<file path="config.mk">
export PLATFORM = sky130hd
export DESIGN_NAME = bus_dma_ctrl
export DESIGN_NICKNAME = d
export VERILOG_FILES = /design/src/rtl/bus_dma_ctrl.sv
export SDC_FILE = /design/constraint.sdc
export NUM_CORES = 1
export LEC_CHECK = 0
export CORE_MARGIN = 3
export CORE_UTILIZATION = 52
export DETAILED_ROUTE_END_ITERATION = 7
export PLACE_DENSITY = 0.88
export REMOVE_ABC_BUFFERS = 1
export SLEW_MARGIN = 20
export SYNTH_ARGS = -nofsm -noshare
export SYNTH_HDL_FRONTEND = slang
export SYNTH_SLANG_ARGS = --single-unit
export TNS_END_PERCENT = 50
</file>
<file path="constraint.sdc">
create_clock -name i_clk -period 2.5 [get_ports i_clk]
set_input_delay 0.5 -clock i_clk [delete_from_list [all_inputs] [get_ports i_clk]]
set_output_delay 0.5 -clock i_clk [all_outputs]
set_load 0.1 [all_outputs]
</file>
<file path="src/rtl/bus_dma_ctrl.sv">
// Memory-to-memory byte copier that borrows the CPU bus via nBUSRQ/nBUSAK,
// moving up to BURST bytes per bus tenure with fixed-length read/write strobes.
module bus_dma_ctrl #(
  parameter int unsigned ACCESS_CYCLES = 2,
  parameter int unsigned BURST         = 16
) (
  input  logic        i_clk,
  input  logic        i_nclr,
  input  logic        i_start,
  input  logic        i_abort,
  input  logic [15:0] i_src,
  input  logic [15:0] i_dst,
  input  logic [15:0] i_len,
  input  logic        i_nbusak,
  input  logic [7:0]  i_dma_din,
  output logic        o_nbusrq,
  output logic [15:0] o_dma_addr,
  output logic [7:0]  o_dma_dout,
  output logic        o_dma_nmreq,
  output logic        o_dma_nrd,
  output logic        o_dma_nwr,
  output logic        o_dma_oe,
  output logic        o_busy,
  output logic        o_done,
  output logic [15:0] o_remain
);

  localparam logic [3:0]  LastStb  = 4'(ACCESS_CYCLES - 1);
  localparam logic [3:0]  GapCnt   = 4'(ACCESS_CYCLES);
  localparam logic [15:0] BurstLim = 16'(BURST);
  localparam bit          BurstOn  = (BURST != 0);

  typedef enum logic [2:0] {StIdle, StReq, StRd, StWr, StYield, StRel} state_e;

  state_e      r_state, w_state;
  logic [15:0] r_src, w_src;
  logic [15:0] r_dst, w_dst;
  logic [15:0] r_remain, w_remain;
  logic [15:0] r_burst, w_burst;
  logic [3:0]  r_cnt, w_cnt;
  logic [7:0]  r_data, w_data;
  logic        r_abort, w_abort;
  logic        r_done, w_done;
  logic        w_abort_seen;

  assign w_abort_seen = r_abort | i_abort;

  always_ff @(posedge i_clk) begin
    if (!i_nclr) begin
      r_state  <= StIdle;
      r_src    <= '0;
      r_dst    <= '0;
      r_remain <= '0;
      r_burst  <= '0;
      r_cnt    <= '0;
      r_data   <= '0;
      r_abort  <= 1'b0;
      r_done   <= 1'b0;
    end else begin
      r_state  <= w_state;
      r_src    <= w_src;
      r_dst    <= w_dst;
      r_remain <= w_remain;
      r_burst  <= w_burst;
      r_cnt    <= w_cnt;
      r_data   <= w_data;
      r_abort  <= w_abort;
      r_done   <= w_done;
    end
  end

  // Each RD and WR phase is ACCESS_CYCLES strobe cycles plus one trailing
  // all-high cycle, which provides the mandatory gap between accesses.
  always_comb begin
    w_state  = r_state;
    w_src    = r_src;
    w_dst    = r_dst;
    w_remain = r_remain;
    w_burst  = r_burst;
    w_cnt    = r_cnt;
    w_data   = r_data;
    w_abort  = r_abort | ((r_state != StIdle) & i_abort);
    w_done   = 1'b0;
    case (r_state)
      StIdle: begin
        w_abort = 1'b0;
        w_cnt   = '0;
        w_burst = '0;
        if (i_start) begin
          w_src    = i_src;
          w_dst    = i_dst;
          w_remain = i_len;
          if (i_len == 16'd0) begin
            w_done = 1'b1;
          end else begin
            w_state = StReq;
          end
        end
      end
      StReq: begin
        if (w_abort_seen) begin
          w_state = StRel;
        end else if (!i_nbusak) begin
          w_state = StRd;
          w_cnt   = '0;
        end
      end
      StRd: begin
        if (r_cnt == LastStb) begin
          w_data = i_dma_din;
        end
        if (r_cnt == GapCnt) begin
          w_cnt   = '0;
          w_state = StWr;
        end else begin
          w_cnt = r_cnt + 4'd1;
        end
      end
      StWr: begin
        if (r_cnt == GapCnt) begin
          w_cnt    = '0;
          w_src    = r_src + 16'd1;
          w_dst    = r_dst + 16'd1;
          w_remain = r_remain - 16'd1;
          w_burst  = r_burst + 16'd1;
          if ((r_remain == 16'd1) || w_abort_seen) begin
            w_state = StRel;
          end else if (BurstOn && (w_burst == BurstLim)) begin
            w_state = StYield;
          end else begin
            w_state = StRd;
          end
        end else begin
          w_cnt = r_cnt + 4'd1;
        end
      end
      StYield: begin
        if (i_nbusak) begin
          w_burst = '0;
          w_state = StReq;
        end
      end
      StRel: begin
        if (i_nbusak) begin
          w_done  = 1'b1;
          w_state = StIdle;
        end
      end
      default: w_state = StIdle;
    endcase
  end

  always_comb begin
    o_dma_oe    = (r_state == StRd) || (r_state == StWr);
    o_dma_nrd   = !((r_state == StRd) && (r_cnt != GapCnt));
    o_dma_nwr   = !((r_state == StWr) && (r_cnt != GapCnt));
    o_dma_nmreq = o_dma_nrd & o_dma_nwr;
    o_nbusrq    = !((r_state == StReq) || o_dma_oe);
    o_dma_addr  = (r_state == StRd) ? r_src : (r_state == StWr) ? r_dst : 16'd0;
    o_dma_dout  = r_data;
    o_busy      = (r_state != StIdle);
    o_done      = r_done;
    o_remain    = r_remain;
  end

endmodule

</file>
==> flow_summary.toml <==
[die]
die_w_um = 104.0
ioPinCount = 108
start_util_pct = 53.81
num_rows = 35
die_h_um = 104.0
die_area_um2 = 10820
coreArea_um2 = 9284

[synthesis]
synth_compound_area_share_pct = 26.40
syn-cell-area_um2 = 4996
yosys_warnings = 0
synth_top_area_cell = "dfxtp_1"
synth.distinct_cells = 65
synth-simple-area-share_pct = 28.25
muxShareOfSynthArea_pct = 5.234
avgSynthCellArea_um2 = 7.315
synth-edff-count = 0
synth_xor_area_share_pct = 0.7012
synth.area.top_cells = "dfxtp_1 (32%), nor2_1 (8.4%), a21oi_1 (6.8%)"
ys_seq_elements = 81
syn_inst = 683
synthAdderAreaFrac_pct = 1.503
synth_top_family_by_area = "simple AND/OR/NAND/NOR gates"
synth_top_area_share_pct = 32.46
ys_async_sr_fraction_pct = 0
synthFlopType = "dfxtp_1"
ys_seq_area_share_pct = 32.46

[global_routing]
grt_max_degree = 61
grt_usage_pct = 26.46
antenna_found_initial = 0
first_global_vias = 5223
grt_pass1_wl_um = 24410
grt.overflow.total = 0

[critical_path]
cp_slowest_stage_delay_ns = 0.74
critPathLaunchType = "register"
cp_max_fo = 8
crit_chain = "or4b_1, nand2_1, buf_12"
r2r_slack_ns = 0.23
worstPathRequired_ns = 2.00
worstSetupPathType = "register to primary output"
r2r_end = "r_state[2]"
crit_arrival_ns = 1.89
end_kind = "primary output"
r2r_start = "r_burst[0]"
critPathTopFamily = "simple AND/OR/NAND/NOR gates"
r2r_cells = 7
slowest_stage = "or4b_1"
crit_buf_inv = 1

[route]
first_pass_iters = 6
drc = 0
avgRoutedWirePerCell_um = 16.64
drtIter0Drc = 432
vias = 5679
viasPerCell = 6.310
drtAntennaViolNets = 0
routed_wl_um = 14980

[min_path]
hold_class = "register to register"
holdPathStages = 2
min-delay-start = "o_remain[15]"
holdPathEnd = "o_remain[15]"

[clock_tree]
postCtsSetupRepairBufs = 0
cts_tree = "yes"
clockBufferDepth = 2
clkTransAtPathRegs_ns = 0.08
clkSinkCount = 81
numCtsBuffers = 9
htreeDepth = 3
holdBufCountCts = 0
clockRootBuffer = "clkbuf_8"
clock_latency_ns = 0.36

[layout]
area_growth_pct = 30.38
antenna_cells = 0
drive_gt1_share_pct = 12.32
final_nets = 833

[pwr]
p_sw_mw = 1.671
p_leak_nw = 2.489
seqPwrFrac_pct = 37.7
p_int_mw = 2.510
comb_power_share_pct = 36.9
switching_share_pct = 39.97
vdd_drop_max_mv = 0.3885
clkPwrFrac_pct = 25.4
power.density_nw_per_um2 = 641.9

[timing]
final-setup-viol-count = 0
relSlewSlack_pct = 47.67
period_share_pct = 95.49
hold_viol_final = 0
finalCriticalPeriod_ns = 2.387
worstMarginPinSlew_ns = 0.7785
slew_violations = 0
max_freq_ghz = 0.4189
hold_slack_ns = 0.4848
rsz0062_at_grt = "false"
clock_skew_ns = 0.01139
setup_tns_ns = 0

[outcome]
status = "completed"

[placed_design]
gp_congestion = 0.8863
dp_hpwl_um = 10360
io_buffers = 107

[run]
maxCapViolCount = 0
-- registers in the layout (all words and copies together) (netlist names), 3 cells and up --
register	flops
r_src	16
r_dst	16
r_cnt	4
r_burst	16
o_dma_dout	8
o_remain	16
r_state	3
-- worst reg2reg max path, cell delays in order, from the launching register on --
cell and delay (ns):
dfxtp_1 0.45, ha_1 0.30, and4_1 0.37, nand4_1 0.16, xnor2_1 0.17, nor4_1 0.40
nand4_1 0.19, a21oi_1 0.17
-- metal layers --
metal	GRT usage [%]	wire (um)
met2	43.08	7072
met4	9.497	392
met3	6.021	1235
met1	34.36	6279
met5	0	0
-- worst max-delay path by stage --
| stage | from | to | slack (ns) | depth (start not counted) |
|---|---|---|---|---|
| 2_1_floorplan | r_state[0] | r_burst[2] | -1.50 | 5 |
| 3_3_place_gp | i_start | r_src[0] | 0.36 | 6 |
| 3_5_place_dp | i_abort | r_state[0] | 0.22 | 7 |
| 4_1_cts | r_cnt[0] | o_dma_nmreq | 0.11 | 3 |
| 5_1_grt | r_cnt[0] | o_dma_nmreq | 0.05 | 3 |
| 6_report | r_cnt[0] | o_dma_nmreq | 0.11 | 3 |
-- final cells by class --
cell class	count	area, um2
sequential	81	1624
tap	129	161.4
multi-input combinational	540	3110
clock buffer	11	131.4
clock inverter	5	80.08
timing repair buffer	124	1369
inverter	10	37.54
fill	741	2770
-- what timing repair did --
item,in CTS,in global routing
endpoints found under the setup margin,0,1
hold endpoints to repair,0,0
gates resized for setup,0,2
-- synth_stat cells (4+ instances only) --
master    instances
nor2_1          112
dfxtp_1          81
a21oi_1          68
nand2_1          67
o21ai_0          55
mux2i_1          25
clkbuf_1         24
nand3_1          24
buf_2            23
nand4_1          16
a22oi_1          15
nor3_1           15
a211oi_1         14
a31oi_1          12
nor4_1           11
inv_1             9
a21o_1            7
and3_1            7
a311oi_1          6
and4_1            6
ha_1              6
o22ai_1           5
and2_1            4
nand3b_1          4
nor3b_1           4
o31ai_1           4
xnor2_1           4
-- power by group through the flow --
stage / logic [mW] / registers (mW) / clock network (mW)
6_report: 1.54 / 1.58 / 1.06
4_1_cts: 1.53 / 1.57 / 1.07
5_1_grt: 1.65 / 1.59 / 1.12
3_3_place_gp: 1.49 / 1.59 / 0
2_1_floorplan: 0.747 / 1.84 / 0
3_5_place_dp: 1.53 / 1.60 / 0
-- logic make-up (layout without fill, tap and decap cells) --
| kind of cell | count (synthesis) | after routing |
|---|---|---|
| DFF | 81 | 81 |
| buffers and inverters | 62 | 150 |
| AOI/OAI and AO/OA | 213 | 213 |
| xor gates and xnor gates | 4 | 4 |
| adders and majority gates | 6 | 6 |
| muxes | 26 | 26 |
| and+or+nand+nor | 291 | 291 |
-- metrics by stage --
stage	instances	worst slack [ns]	utilization [%]	instance area (um2)	total power, mW
after floorplan	631	-1.501	-	4761	2.590
after global placement	884	0.3588	67.86	6300	3.073
after detailed placement	884	0.2242	67.86	6300	3.123
after CTS	900	0.1098	70.13	6511	4.168
after global routing	900	0.05105	70.16	6514	4.365
final	900	0.1128	70.16	6514	4.181
-- cells in the final DEF, fill, tap and decap left out, drive strengths merged, types with 4 or more instances in the layout --
master	count
a211oi	15
a21o	7
a21oi	69
a22oi	15
a311oi	6
a31oi	12
and2	4
and3	7
and4	6
buf	64
clkbuf	11
clkdlybuf4s50	60
dfxtp	81
ha	6
inv	9
mux2i	25
nand2	67
nand3	24
nand3b	4
nand4	17
nor2	113
nor3	16
nor3b	4
nor4	12
o21ai	57
o22ai	5
o31ai	4
xnor2	4
Note: power is estimated with default switching activity, not from simulation.
